$ cat src/rtl/tdm_pkg.sv
// Shared definitions for the two-slot TDM receiver: slot FSM encoding,
// default word width and a sticky-flag update helper.
package tdm_pkg;

    localparam int W_DEF = 8;
    localparam int NSLOT = 2;

    typedef enum logic [1:0] {
        ST_IDLE  = 2'd0,
        ST_SLOT0 = 2'd1,
        ST_SLOT1 = 2'd2
    } tdm_state_e;

    // Sticky error flag: a clear in the same cycle as a set wins.
    function automatic logic flag_next(input logic cur, input logic set, input logic clr);
        logic nxt;
        if (clr) begin
            nxt = 1'b0;
        end else begin
            nxt = cur | set;
        end
        return nxt;
    endfunction

endpackage

$ cat src/rtl/tdm_chan_reg.sv
// Per-channel output holding register: one W-bit word with a valid/ready
// handshake and a sticky overrun flag for words that overwrite unconsumed data.
module tdm_chan_reg
    import tdm_pkg::*;
#(
    parameter int W = W_DEF
) (
    input  logic         clk,
    input  logic         rst,
    input  logic         load,
    input  logic [W-1:0] word,
    input  logic         ready,
    input  logic         err_clr,
    output logic [W-1:0] data,
    output logic         valid,
    output logic         overrun
);

    logic accept_s;
    logic lost_s;

    assign accept_s = valid & ready;
    // A word is only lost when the old one is still held and not taken this cycle.
    assign lost_s   = load & valid & ~accept_s;

    // Holding register, valid tracking and overrun flag.
    always_ff @(posedge clk) begin
        if (rst) begin
            data    <= {W{1'b0}};
            valid   <= 1'b0;
            overrun <= 1'b0;
        end else begin
            if (load) begin
                data  <= word;
                valid <= 1'b1;
            end else if (accept_s) begin
                data  <= data;
                valid <= 1'b0;
            end else begin
                data  <= data;
                valid <= valid;
            end
            overrun <= flag_next(overrun, lost_s, err_clr);
        end
    end

endmodule

$ cat src/rtl/tdm_demux_12.sv
// Receive side of the 2:1 TDM line: after frame_sync, slot 0 then slot 1 each
// deliver W bits MSB first; each recovered word is handed to its own channel register.
module tdm_demux_12
    import tdm_pkg::*;
#(
    parameter int W = W_DEF
) (
    input  logic             clk,
    input  logic             rst,
    input  logic             en,
    input  logic             frame_sync,
    input  logic             din,
    output logic [W-1:0]     ch0_data,
    output logic             ch0_valid,
    input  logic             ch0_ready,
    output logic [W-1:0]     ch1_data,
    output logic             ch1_valid,
    input  logic             ch1_ready,
    output logic [NSLOT-1:0] overrun,
    output logic             sync_err,
    input  logic             err_clr
);

    localparam int CW = $clog2(W);
    localparam logic [CW-1:0] CNT_ZERO = {CW{1'b0}};
    localparam logic [CW-1:0] CNT_ONE  = CW'(1);
    localparam logic [CW-1:0] CNT_LAST = CW'(W - 1);

    tdm_state_e     state_r;
    tdm_state_e     state_nx_s;
    logic [CW-1:0]  cnt_r;
    logic [CW-1:0]  cnt_nx_s;
    logic [W-1:0]   shift_r;
    logic [W-1:0]   shift_nx_s;
    logic [W-1:0]   word_s;
    logic           last_bit_s;
    logic           load0_s;
    logic           load1_s;
    logic           sync_err_set_s;

    assign word_s     = {shift_r[W-2:0], din};
    assign last_bit_s = (cnt_r == CNT_LAST);

    // Slot sequencing, bit counting and frame_sync resynchronisation.
    always_comb begin
        state_nx_s     = state_r;
        cnt_nx_s       = cnt_r;
        shift_nx_s     = shift_r;
        load0_s        = 1'b0;
        load1_s        = 1'b0;
        sync_err_set_s = 1'b0;
        if (!en) begin
            // Disabling drops any partial word silently; held words are untouched.
            state_nx_s = ST_IDLE;
            cnt_nx_s   = CNT_ZERO;
            shift_nx_s = {W{1'b0}};
        end else begin
            case (state_r)
                ST_IDLE: begin
                    if (frame_sync) begin
                        state_nx_s = ST_SLOT0;
                        cnt_nx_s   = CNT_ZERO;
                        shift_nx_s = {W{1'b0}};
                    end else begin
                        state_nx_s = ST_IDLE;
                    end
                end
                ST_SLOT0: begin
                    if (last_bit_s) begin
                        load0_s    = 1'b1;
                        cnt_nx_s   = CNT_ZERO;
                        shift_nx_s = {W{1'b0}};
                        if (frame_sync) begin
                            state_nx_s     = ST_SLOT0;
                            sync_err_set_s = 1'b1;
                        end else begin
                            state_nx_s = ST_SLOT1;
                        end
                    end else if (frame_sync) begin
                        state_nx_s     = ST_SLOT0;
                        cnt_nx_s       = CNT_ZERO;
                        shift_nx_s     = {W{1'b0}};
                        sync_err_set_s = 1'b1;
                    end else begin
                        shift_nx_s = word_s;
                        cnt_nx_s   = cnt_r + CNT_ONE;
                    end
                end
                ST_SLOT1: begin
                    if (last_bit_s) begin
                        // A sync on the final bit is the next frame starting back-to-back.
                        load1_s    = 1'b1;
                        cnt_nx_s   = CNT_ZERO;
                        shift_nx_s = {W{1'b0}};
                        if (frame_sync) begin
                            state_nx_s = ST_SLOT0;
                        end else begin
                            state_nx_s = ST_IDLE;
                        end
                    end else if (frame_sync) begin
                        state_nx_s     = ST_SLOT0;
                        cnt_nx_s       = CNT_ZERO;
                        shift_nx_s     = {W{1'b0}};
                        sync_err_set_s = 1'b1;
                    end else begin
                        shift_nx_s = word_s;
                        cnt_nx_s   = cnt_r + CNT_ONE;
                    end
                end
                default: begin
                    state_nx_s = ST_IDLE;
                    cnt_nx_s   = CNT_ZERO;
                    shift_nx_s = {W{1'b0}};
                end
            endcase
        end
    end

    // FSM state, bit counter, shift register and the sync error flag.
    always_ff @(posedge clk) begin
        if (rst) begin
            state_r  <= ST_IDLE;
            cnt_r    <= CNT_ZERO;
            shift_r  <= {W{1'b0}};
            sync_err <= 1'b0;
        end else begin
            state_r  <= state_nx_s;
            cnt_r    <= cnt_nx_s;
            shift_r  <= shift_nx_s;
            sync_err <= flag_next(sync_err, sync_err_set_s, err_clr);
        end
    end

    tdm_chan_reg #(.W(W)) u_ch0 (
        .clk     (clk),
        .rst     (rst),
        .load    (load0_s),
        .word    (word_s),
        .ready   (ch0_ready),
        .err_clr (err_clr),
        .data    (ch0_data),
        .valid   (ch0_valid),
        .overrun (overrun[0])
    );

    tdm_chan_reg #(.W(W)) u_ch1 (
        .clk     (clk),
        .rst     (rst),
        .load    (load1_s),
        .word    (word_s),
        .ready   (ch1_ready),
        .err_clr (err_clr),
        .data    (ch1_data),
        .valid   (ch1_valid),
        .overrun (overrun[1])
    );

endmodule

$ cat config.mk
export PLATFORM = sky130hd
export DESIGN_NAME = tdm_demux_12
export DESIGN_NICKNAME = d
export VERILOG_FILES = /design/src/rtl/tdm_pkg.sv /design/src/rtl/tdm_chan_reg.sv /design/src/rtl/tdm_demux_12.sv
export SDC_FILE = /design/constraint.sdc
export NUM_CORES = 1
export LEC_CHECK = 0
export ABC_CLOCK_PERIOD_IN_PS = 2580
export BUFFER_PORTS_ARGS = -buffer_cell sky130_fd_sc_hd__buf_2
export CORE_MARGIN = 2
export CORE_UTILIZATION = 30
export CTS_CLUSTER_SIZE = 10
export DETAILED_ROUTE_END_ITERATION = 10
export GPL_TIMING_DRIVEN = 0
export SLEW_MARGIN = 40
export SYNTH_ARGS = -nofsm -noshare
export SYNTH_HDL_FRONTEND = slang
export SYNTH_SLANG_ARGS = --single-unit
$ cat constraint.sdc
create_clock -name clk -period 2.58 [get_ports clk]
set_input_delay 0.774 -clock clk [delete_from_list [all_inputs] [get_ports clk]]
set_output_delay 0.774 -clock clk [all_outputs]
set_load 0.01 [all_outputs]
==> flow_summary.yaml <==
setup_path:
  cp_top_family: "buffers and inverters"
  critPathArrivalTime_ns: 1.79
  cp_max_fo: 10
  crit_buf_inv: 3
  start_kind: "input pin"
  rrSetupSlack_ns: 1.01
  cp.depth: 4
  slowest_stage: "clkbuf_1"
  cp.required_ns: 2.73
  path_cells: "buf_2 > clkbuf_1 > buf_1 > a21oi_1"
  crit_type: "input pin to flop"
  reg2regPathDepth: 5
  cp_slowest_stage_delay_ns: 0.42
  cp-end-kind: "flop"
routing:
  via_count: 1045
  antenna_left: 0
  drt_iter0_markers: 46
  routed_via_density: 4.64
  wire_per_inst_um: 12.0
  drc: 0
  firstDrtPassIters: 4
  drt_wl_total_mm: 2.70
clock_tree:
  clock_latency_ns: 0.29
  postCtsSetupRepairBufs: 0
  post_cts_resized: 0
  clk_pin_slew_ns: 0.07
  cts_sinks: 33
  clock_path_buffers: 2
  cts_tree: "built"
  cts_root_buffer: "clkbuf_8"
  numCtsBuffers: 5
  cts_hold_buf: 0
  htree_levels: 2
yosys:
  synth_cell_types: 25
  syn_inst: 139
  synth_warnings: 0
  ys_async_sr_fraction: 0
  synth-edff-count: 0
  synth_common_cells: "dfxtp_1 (33), nand2_1 (33), a21oi_1 (21)"
  syn_area_um2: 1270
  yosysTopAreaCell: "dfxtp_1"
  ys_ff_latch: 33
  yosysSeqAreaShare: 0.519
  synth_flop_cell: "dfxtp_1"
  syn_nets: 154
  avgSynthCellArea_um2: 9.16
  synth_area_leaders: "dfxtp_1 (52%), nand2_1 (9.7%), a21oi_1 (8.3%)"
  yosysTopAreaCellShare: 0.519
flow_run:
  drv_cap: 0
grt:
  first_global_vias: 979
  grt_pass1_wl_mm: 4.55
  track_usage: 0.121
  antenna_found_initial: 0
  grt_max_degree: 11
  grt_remaining_overflow: 0
pwr:
  p_leak_nw: 0.680
  powerDensity_nw_per_um2: 652
  irDropWorstVdd_mv: 0.241
die:
  row_count: 23
  io_pins: 29
  start_util: 0.314
  die_h_um: 69.2
  core_area_um2: 4060
  die_area_um2: 4780
  die_x_um: 69.2
place:
  pre_cts_slack_ns: 0.622
  dp_hpwl_mm: 1.87
  io_buffers: 28
  gp_congestion: 0.827
sta:
  worstMarginPinSlew_ns: 0.525
  fmax_mhz: 609
  finClkSkew_ns: 0.00518
  hold_viol_final: 0
  rsz0062_at_grt: "no"
  final-max-slew-violation-count: 0
  finalSetupViolCount: 0
  tns_ns: 0
  worst_slack_ns: 0.938
  post-route-period-util: 0.637
  relSlewSlack: 0.650
  hold_ws_ns: 0.451
  layout_min_cycle_time_ns: 1.64
min_path:
  hp-class: "flop to flop"
  holdPathStages: 2
outcome:
  status: "completed"
cells_and_area:
  fillCellCount: 429
  drive_above_1_share: 0.229
  fin_nets: 189
  syn2layout_area_growth_pct: 25.0
  num_antenna_cells: 0
worst paths after layout:
kind / from / to
setup / recovery: rst / u_ch1.valid
hold / removal: u_ch1.data[6] / u_ch1.data[6]
setup reg to reg: cnt_r[0] / state_r[1]
hold reg to reg: u_ch1.data[6] / u_ch1.data[6]
cells in the final DEF (no fill, tap or decap):
master	count
nand2_1	33
dfxtp_1	33
buf_2	28
a21oi_1	21
a22o_1	8
ha_1	7
nor2_1	6
clkbuf_8	6
inv_1	4
clkbuf_1	4
nand2b_1	3
and3_1	2
nand3_1	2
o31ai_1	2
o21a_1	2
buf_4	2
or3b_4	1
nor3_4	1
nor2_2	1
buf_1	1
or3_1	1
o211ai_1	1
or3b_1	1
nor4bb_1	1
a31oi_1	1
nor2b_1	1
a2111oi_0	1
bufinv_16	1
metal layers:
layer	part of all wire	track usage
met4	0.017	0.0458
met1	0.49	0.148
met2	0.44	0.185
met5	0	0
met3	0.054	0.0556
worst reg2reg max path, cell delays in order (launching register included):
cell,delay [ns]
dfxtp_1,0.32
ha_1,0.22
ha_1,0.23
nor2b_1,0.16
nor2_1,0.06
a2111oi_0,0.44
final cells by class:
cell class                      count  area, um2  share of cell area
Buffer                              6       30.0              0.0189
Tap cell                           50       62.6              0.0393
Inverter                            4       15.0             0.00943
Clock inverter                      1       30.0              0.0189
Clock buffer                        7       86.3              0.0542
Timing Repair Buffer               28        140              0.0880
Multi-Input combinational cell     96        568               0.357
Sequential cell                    33        661               0.415
report_power, final:
part	switching, mW	internal, mW	total, mW
clock network	0.184	0.315	0.499
logic	0.0179	0.0101	0.0281
registers	0.000776	0.510	0.511
cells by family after synthesis:
kind of cell	after synthesis	synth area share
simple gates	53	0.198
compound gates	36	0.179
flops	33	0.519
fa+ha+maj	7	0.0688
buf+inv	10	0.0354
metrics by stage:
step,instances,cell area [um2],utilization,power (mW)
floorplan,139,1270,-,0.538
global placement,217,1480,0.364,0.550
detailed placement,217,1480,0.364,0.550
CTS,225,1590,0.393,1.05
global route,225,1590,0.393,1.08
finish,225,1590,0.393,1.04
state kept, by name, indices dropped and copies added, names as in the netlist:
register / count
sync_err: 1
u_ch0.data: 8
shift_r: 7
u_ch0.overrun: 1
u_ch1.overrun: 1
u_ch1.data: 8
state_r: 2
u_ch1.valid: 1
cnt_r: 3
u_ch0.valid: 1
Power figures use the tool's default switching activity.
